`src/rtl/sqrt_arbiter.sv`:
```
// sqrt_arbiter: shares one combinational Q6.10 square-root unit between
// NUM_REQ requesters using round-robin arbitration and a valid/ready
// handshake. The winning operand is registered into stage 1, which drives
// the shared unit. The unit's result is registered into stage 2 and tagged
// with the owning requester id. Fixed 2-cycle latency, one result per cycle.
//
// Optional feature (macro SQRT_ARB_RANGE_FLAG_EN): adds rsp_clamped, which
// flags operands outside [0, 16384]. The shared unit clamps those operands.
module sqrt_arbiter #(
    parameter int NUM_REQ = 4,
    parameter int ID_W    = 2
) (
    input  logic                   clk,
    input  logic                   rst_n,
    input  logic                   arb_en,
    input  logic [NUM_REQ-1:0]     req_valid,
    input  logic [NUM_REQ*16-1:0]  req_x,
    output logic [NUM_REQ-1:0]     req_ready,
    output logic [15:0]            sqrt_x,
    input  logic [15:0]            sqrt_y,
    output logic                   rsp_valid,
    output logic [ID_W-1:0]        rsp_id,
    output logic [15:0]            rsp_sqrt,
`ifdef SQRT_ARB_RANGE_FLAG_EN
    output logic                   rsp_clamped,
`endif
    output logic                   busy
);

    logic [ID_W-1:0]      rr_ptr;
    logic [2*NUM_REQ-1:0] dbl_req;
    logic                 found;
    logic [ID_W-1:0]      win_id;
    logic [15:0]          win_x;
    logic                 hs;

    logic                 s1_valid;
    logic [15:0]          s1_x;
    logic [ID_W-1:0]      s1_id;

`ifdef SQRT_ARB_RANGE_FLAG_EN
    logic                 win_oor;
    logic                 s1_oor;
`endif

    // Round-robin search: rotate the request vector so that index rr_ptr+1
    // lands at bit 0, then take the lowest set bit as the winner.
    always_comb begin
        dbl_req = {req_valid, req_valid} >> ({1'b0, rr_ptr} + 1'b1);
        found   = 1'b0;
        win_id  = '0;
        for (int k = 0; k < NUM_REQ; k++) begin
            if (!found && dbl_req[k]) begin
                found  = 1'b1;
                win_id = ID_W'((int'(rr_ptr) + 1 + k) % NUM_REQ);
            end
        end
    end

    // Operand mux for the winner, plus grant and handshake generation.
    always_comb begin
        win_x = '0;
        for (int i = 0; i < NUM_REQ; i++) begin
            if (ID_W'(i) == win_id) begin
                win_x = req_x[i*16 +: 16];
            end
        end
        hs        = found & arb_en;
        req_ready = hs ? (NUM_REQ'(1) << win_id) : '0;
    end

`ifdef SQRT_ARB_RANGE_FLAG_EN
    // Out-of-range detection on the winning operand (negative or above 16.0).
    always_comb begin
        win_oor = ($signed(win_x) < 16'sd0) || ($signed(win_x) > 16'sd16384);
    end
`endif

    // Round-robin pointer: remembers the last winner so it has lowest priority next.
    always_ff @(posedge clk or negedge rst_n) begin
        if (!rst_n) begin
            rr_ptr <= ID_W'(NUM_REQ - 1);
        end else if (hs) begin
            rr_ptr <= win_id;
        end
    end

    // Stage 1: capture the granted operand and its owner; operand feeds the shared unit.
    always_ff @(posedge clk or negedge rst_n) begin
        if (!rst_n) begin
            s1_valid <= 1'b0;
            s1_x     <= '0;
            s1_id    <= '0;
`ifdef SQRT_ARB_RANGE_FLAG_EN
            s1_oor   <= 1'b0;
`endif
        end else begin
            s1_valid <= hs;
            if (hs) begin
                s1_x  <= win_x;
                s1_id <= win_id;
`ifdef SQRT_ARB_RANGE_FLAG_EN
                s1_oor <= win_oor;
`endif
            end
        end
    end

    // Stage 2: register the shared unit's result together with the requester tag.
    always_ff @(posedge clk or negedge rst_n) begin
        if (!rst_n) begin
            rsp_valid <= 1'b0;
            rsp_id    <= '0;
            rsp_sqrt  <= '0;
`ifdef SQRT_ARB_RANGE_FLAG_EN
            rsp_clamped <= 1'b0;
`endif
        end else begin
            rsp_valid <= s1_valid;
            if (s1_valid) begin
                rsp_sqrt <= sqrt_y;
                rsp_id   <= s1_id;
`ifdef SQRT_ARB_RANGE_FLAG_EN
                rsp_clamped <= s1_oor;
`endif
            end
        end
    end

    assign sqrt_x = s1_x;
    assign busy   = s1_valid | rsp_valid;

endmodule
```
`config.mk`:
```
export PLATFORM = sky130hd
export DESIGN_NAME = sqrt_arbiter
export DESIGN_NICKNAME = d
export VERILOG_FILES = /design/src/rtl/sqrt_arbiter.sv
export SDC_FILE = /design/constraint.sdc
export NUM_CORES = 1
export LEC_CHECK = 0
export ABC_AREA = 1
export CORE_ASPECT_RATIO = 1.75
export CORE_MARGIN = 4
export CORE_UTILIZATION = 39
export DETAILED_ROUTE_END_ITERATION = 16
export PLACE_DENSITY = 0.91
export SYNTH_ARGS = -nofsm -noshare
export SYNTH_HDL_FRONTEND = slang
export SYNTH_SLANG_ARGS = --single-unit
export TNS_END_PERCENT = 5
```
`constraint.sdc`:
```
create_clock -name clk -period 2.9 [get_ports clk]
set_input_delay 0.87 -clock clk [delete_from_list [all_inputs] [get_ports clk]]
set_output_delay 0.87 -clock clk [all_outputs]
set_load 0.02 [all_outputs]
```
==> flow_metrics.env, run 1 <==
export IMPL_yosysWarningCount=0
export IMPL_synthCells=296
export IMPL_ys_flop_type="dfrtp_1"
export IMPL_syn_avg_cell_area_um2=7.80
export IMPL_grt_pass1_wl_um=11600
export IMPL_skew_ns=0.00890
export IMPL_final_cell_mix="clkdlybuf4s50_1, nand2_1, nand3_1, dfrtp_1, buf_4"
export IMPL_grt_max_degree=41
export IMPL_critPathLaunchType="primary input"
export IMPL_rows=36
export IMPL_rsz0062_at_grt="true"
export IMPL_dieArea_um2=7270
export IMPL_clock_latency_ns=0.29
export IMPL_overflow=0
export IMPL_power_total_mw=4.87
export IMPL_cts_buffers_inserted=5
export IMPL_nets=537
export IMPL_drive_gt1_share_pct=26.2
export IMPL_clock_root_buffer="clkbuf_8"
export IMPL_dr_total_vias=2588
export IMPL_period_minus_slack_ns=2.92
export IMPL_fmax_ghz=0.342
export IMPL_globalplace_congestion=0.826
export IMPL_start_util_pct=40.7
export IMPL_htree_levels=2
export IMPL_cts_tree="yes"
export IMPL_ant_nets=0
export IMPL_fillCellCount=470
export IMPL_gr_usage_all_layers_pct=20.5
export IMPL_antenna_found_initial=0
export IMPL_hold_class="register to register"
export IMPL_clkTransAtPathRegs_ns=0.08
export IMPL_final_max_slew_violation_count=0
export IMPL_layout_commonest_cell="clkdlybuf4s50_1"
export IMPL_relSlewSlack_pct=43.3
export IMPL_pre_cts_ws_ns=-0.884
export IMPL_cap_viol_max_count=0
export IMPL_io_pins=127
export IMPL_grt_pass1_vias=2556
export IMPL_die_w_um=66.2
export IMPL_hold_viol_final=0
export IMPL_worstSetupPathType="primary input to primary output"
export IMPL_regArea_um2=1000
export IMPL_port_buffers=126
export IMPL_path_max_fanout=5
export IMPL_yosys_register_bits=40
export IMPL_syn_num_nets=383
export IMPL_clockBufferDepth=2
export IMPL_leakagePower_nw=1.89
export IMPL_async_reset_ff_share_pct=100
export IMPL_die_h_um=110
export IMPL_setup_ws_ns=-0.0250
export IMPL_synth_distinct_cells=24
export IMPL_synth_cell_area_um2=2310
export IMPL_layout_area_overhead_vs_synth_pct=77.6
export IMPL_synth_edff_count=0
export IMPL_drcViolationCount=0
export IMPL_status="finished with violations"
export IMPL_post_drt_wl_per_cell_um=14.5
export IMPL_fin_crit_sh_pct=101
export IMPL_wl_um=7660
export IMPL_powerDensity_nw_per_um2=1190
export IMPL_critPathArrivalTime_ns=2.05
export IMPL_core_um2=5680
export IMPL_violations="setup timing"
export IMPL_cp_end_kind="primary output"
export IMPL_seq_area_frac_synth_pct=43.4
export IMPL_drtPass1Iterations=5
export IMPL_setup_viol=2
export IMPL_antenna_cells=0
export IMPL_peakVddDrop_mv=0.565
export IMPL_via_per_inst=4.91
export IMPL_worst_slew_pin_transition_ns=0.851
export IMPL_drt_iter0_markers=50
export IMPL_cts_hold_repair_buffers=0
export IMPL_numClockSinks=40
export IMPL_multi_input_area_um2=1280
export IMPL_cp_required_ns=2.03
export IMPL_setup_tns_ns=-0.0253
export IMPL_dpl_hpwl_um=5720
-- state kept, by name, indices dropped and copies added, names as in the netlist --
name and count:
rr_ptr 2, sqrt_x 16, rsp_sqrt 16, s1_id 2, rsp_valid 1, rsp_id 2
s1_valid 1
-- power breakdown --
part / leakage [nW] / internal, mW / total (mW) / switching (mW)
registers: 0.472 / 0.804 / 0.940 / 0.136
clock network: 0.0552 / 0.255 / 0.439 / 0.183
logic: 1.36 / 1.51 / 3.49 / 1.98
total: 1.89 / 2.56 / 4.87 / 2.30
-- per-layer routing --
metal | part of all wire, % | GRT usage (%)
met5 | 0 | 0
met3 | 6.8 | 4.19
met4 | 2.6 | 8.43
met2 | 55 | 39.9
met1 | 36 | 20.4
-- what timing repair did --
| action | CTS | global route |
|---|---|---|
| pin swaps | 26 | 17 |
| gates cloned | 0 | 0 |
| buffers inserted | 14 | 6 |
| gates resized for setup | 64 | 21 |
| endpoints found under the setup margin | 4 | 16 |
-- cell type report --
cell class,instances,share of cell area [%]
clock buffers,6,1.77
clock inverters,2,0.854
inverters,21,2.17
multi-input cells,220,31.1
flip-flops and latches,40,24.5
well taps,76,2.32
repair buffers,162,37.3
-- synth_stat cells, types with 3 or more instances --
master   count  area share, %
nand2_1     86             14
mux2_2      18            8.8
o21ai_0     11            2.4
inv_2        5           0.81
inv_1       16            2.6
buf_2        8            1.7
o21ai_1      3           0.65
nand4_1     10            2.7
nand3_1     52             11
nor2_1      23            3.7
dfrtp_1     38             41
buf_4        3           0.98
nand3_2      3            1.3
nand2_2      4            1.1
-- per-stage QoR --
stage	hold WS (ns)	utilization [%]	instances	cell area, µm²
CTS	0.485	69.9	521	3970
global route	0.501	72.3	527	4100
finish	0.480	72.3	527	4100
floorplan	0.352	-	296	2310
detailed placement	0.464	65.1	499	3690
global placement	0.460	65.1	499	3690
-- worst max-delay path, cell delays in order --
cell and delay (ns):
buf_4 0.13, nand2_2 0.09, nand3_2 0.10, nand2_4 0.11, nand2_2 0.07, nor2_4 0.10
nand3_2 0.10, nand2_4 0.12, nand2_4 0.08, nor2_1 0.11, buf_4 0.16
-- logic make-up after synthesis --
kind of cell | count (synthesis) | synth area share, %
compound gates | 15 | 3.25
buf+inv | 36 | 7.42
flops | 40 | 43.4
mux | 18 | 8.78
simple gates | 187 | 37.1
-- worst paths after layout --
| check | startpoint | endpoint | slack, ns | depth (start not counted) |
|---|---|---|---|---|
| hold reg to reg | sqrt_x[12] | sqrt_x[12] | 0.48 | 2 |
| max in group asynchronous | rst_n | rsp_sqrt[4] | 1.68 | 1 |
| min in group asynchronous | rst_n | rsp_sqrt[13] | 0.68 | 1 |
| setup / recovery | req_valid[2] | req_ready[2] | -0.02 | 11 |
| setup reg to reg | rr_ptr[0] | sqrt_x[4] | 0.14 | 19 |
| hold / removal | sqrt_x[12] | sqrt_x[12] | 0.48 | 2 |
No activity file was read; power rests on OpenSTA's default activity.
==> run 2, diff against run 1 <==
--- a/config.mk
+++ b/config.mk
@@ -6,11 +6,13 @@
 export NUM_CORES = 1
 export LEC_CHECK = 0
 export ABC_AREA = 1
+export CAP_MARGIN = 25
 export CORE_ASPECT_RATIO = 1.75
 export CORE_MARGIN = 4
 export CORE_UTILIZATION = 39
 export DETAILED_ROUTE_END_ITERATION = 16
 export PLACE_DENSITY = 0.91
+export SLEW_MARGIN = 20
 export SYNTH_ARGS = -nofsm -noshare
 export SYNTH_HDL_FRONTEND = slang
 export SYNTH_SLANG_ARGS = --single-unit
==> results of run 2 <==
No change in the layout: final DEF, timing and power equal those of run 1.
==> run 3, diff against run 2 <==
--- a/config.mk
+++ b/config.mk
@@ -9,9 +9,10 @@
 export CAP_MARGIN = 25
 export CORE_ASPECT_RATIO = 1.75
 export CORE_MARGIN = 4
-export CORE_UTILIZATION = 39
+export CORE_UTILIZATION = 63
 export DETAILED_ROUTE_END_ITERATION = 16
-export PLACE_DENSITY = 0.91
+export DONT_BUFFER_PORTS = 1
+export PLACE_DENSITY = 0.89
 export SLEW_MARGIN = 20
 export SYNTH_ARGS = -nofsm -noshare
 export SYNTH_HDL_FRONTEND = slang
==> run 3 against run 2 <==
  * The run still ends with setup timing left
  * Final cell count is 31% lower
  * Total power down 11%
  * Flip-flop and latch count unchanged
  * Wire length fell by 14%
  * Global-route usage rose by 5.3 points
  * Clock skew decreased by 0.0069 ns
  * Sequential share of layout area is 12 points higher
  * Combinational power fell by 23%
  * Sequential power grew 33%
  * Critical path type is now register to primary output
==> flow_metrics.env, run 3 (same netlist as run 1, synthesis figures left out) <==
export IMPL_ant_nets=0
export IMPL_placed_area_um2=2380
export IMPL_finalNonFillerCells=362
export IMPL_drive_gt1_share_pct=31.5
export IMPL_met2_length_um=3490
export IMPL_io_pins=127
export IMPL_drcViolationCount=0
export IMPL_globalplace_congestion=0.866
export IMPL_dr_total_vias=2162
export IMPL_status="finished with violations"
export IMPL_port_buffers=0
export IMPL_relSlewSlack_pct=50.1
export IMPL_crit_buf_inv=3
export IMPL_grt_pass1_vias=1988
export IMPL_start_util_pct=66.6
export IMPL_hold_viol_final=0
export IMPL_worst_slew_pin_transition_ns=0.748
export IMPL_grt_max_degree=41
export IMPL_via_per_inst=5.97
export IMPL_skew_ns=0.00201
export IMPL_cp_cell_sequence="clkinv_4 -> nand2_4 -> nand3_1 -> nand2_2 -> nand2_2 -> nor2_4 -> nand3_1 -> nand2_2 -> inv_4 -> nand2_4 -> nor2_2 -> buf_4"
export IMPL_fin_crit_sh_pct=104
export IMPL_top_layer="met4"
export IMPL_cts_buffers_inserted=5
export IMPL_cp_slowest_stage_delay_ns=0.59
export IMPL_clockBufferDepth=2
export IMPL_fillCellCount=210
export IMPL_drtPass1Iterations=5
export IMPL_powerDensity_nw_per_um2=1560
export IMPL_clock_root_buffer="clkbuf_8"
export IMPL_drt_iter0_markers=47
export IMPL_dieArea_um2=4740
export IMPL_path_max_fanout=6
export IMPL_die_h_um=88.1
export IMPL_dpl_hpwl_um=4450
export IMPL_setup_viol=4
export IMPL_whs_ns=0.263
export IMPL_layout_commonest_cell="nand2_1"
export IMPL_cp_required_ns=2.03
export IMPL_htree_levels=2
export IMPL_overflow=0
export IMPL_final_max_slew_violation_count=0
export IMPL_period_minus_slack_ns=3.00
export IMPL_worst_path_most_repeated_cell="nand2_2"
export IMPL_cp_end_kind="primary output"
export IMPL_crit_path_top_delay_cell="dfstp_2"
export IMPL_cap_viol_max_count=0
export IMPL_gr_usage_all_layers_pct=25.8
export IMPL_rsz0062_at_grt="true"
export IMPL_antenna_found_initial=0
export IMPL_pre_cts_ws_ns=0.0539
export IMPL_grt_pass1_wl_um=8870
export IMPL_final_cell_mix="nand2_1, nand3_1, dfrtp_1, buf_4, nor2_1"
export IMPL_wl_um=6590
export IMPL_fmax_ghz=0.333
export IMPL_fin_area_um2=2770
export IMPL_nets=403
export IMPL_layout_area_overhead_vs_synth_pct=20.1
export IMPL_antenna_cells=0
export IMPL_dp_cells=339
export IMPL_violations="setup timing"
export IMPL_power_total_mw=4.32
export IMPL_hold_class="primary input to async pin"
export IMPL_peakVddDrop_mv=1.14
export IMPL_die_w_um=53.8
export IMPL_setup_tns_ns=-0.323
export IMPL_wl_met3_um=654
export IMPL_setup_ws_ns=-0.103
export IMPL_post_route_util_pct=80.0
export IMPL_clock_latency_ns=0.29
export IMPL_critPathTopFamily="simple AND/OR/NAND/NOR gates"
export IMPL_leakagePower_nw=1.36
export IMPL_numClockSinks=40
export IMPL_clkTransAtPathRegs_ns=0.08
export IMPL_worstSetupPathType="register to primary output"
export IMPL_core_um2=3470
export IMPL_critPathLaunchType="register"
export IMPL_drt_met1_wl_um=2290
export IMPL_post_drt_wl_per_cell_um=18.2
export IMPL_rows=28
export IMPL_cts_tree="yes"
export IMPL_critPathArrivalTime_ns=2.13
[run 3: timing repair]
action	4_1_cts	5_1_grt
hold buffers	0	0
endpoints found under the setup margin	3	4
endpoints found under the hold margin	0	0
buffers inserted	2	13
pin swaps	4	14
gates resized for setup	8	37
[run 3: layer usage]
| layer | up-vias | global-route usage, % |
|---|---|---|
| met3 | 19 | 8.69 |
| li1 | 1016 | - |
| met4 | 0 | 10.0 |
| met5 | - | 0 |
| met1 | 1003 | 26.4 |
| met2 | 124 | 46.2 |
[run 3: path summary, 6_finish.rpt]
path | start | end | slack, ns | cells after the start
max | rr_ptr[0] | req_ready[2] | -0.10 | 12
min reg2reg | s1_id[1] | s1_id[1] | 0.52 | 2
max reg2reg | rr_ptr[0] | sqrt_x[9] | 0.35 | 16
min in group clk | s1_id[1] | s1_id[1] | 0.52 | 2
max in group asynchronous | rst_n | rr_ptr[0] | 2.46 | 0
min | rst_n | rsp_sqrt[7] | 0.26 | 0
[run 3: worst register-to-register path: stages (launching register included)]
cell and delay, ns:
dfstp_2 0.59, clkinv_4 0.12, nand2_4 0.09, nand3_1 0.09, nand2_2 0.14, buf_4 0.13
nand4_1 0.10, nand2_2 0.11, nand2_4 0.09, buf_4 0.14, buf_4 0.12, buf_4 0.17
nor2_4 0.28, nand2_1 0.10, nand3_1 0.09, nor2_1 0.04, nor2_1 0.07
[run 3: cell type report]
class                   count  area (µm²)  share of cell area, %
repair buffers             28         259                   9.34
well taps                  45        56.3                   2.03
inverters                  21        91.3                   3.29
clock buffers               5        68.8                   2.48
clock inverters             3        18.8                  0.677
flip-flops and latches     40        1000                   36.2
multi-input cells         220        1280                   46.0
[run 3: report_power, final]
group | switching [mW] | internal, mW | leakage [nW]
Combinational | 1.60 | 1.10 | 0.835
Clock | 0.194 | 0.167 | 0.0479
Sequential | 0.449 | 0.802 | 0.472
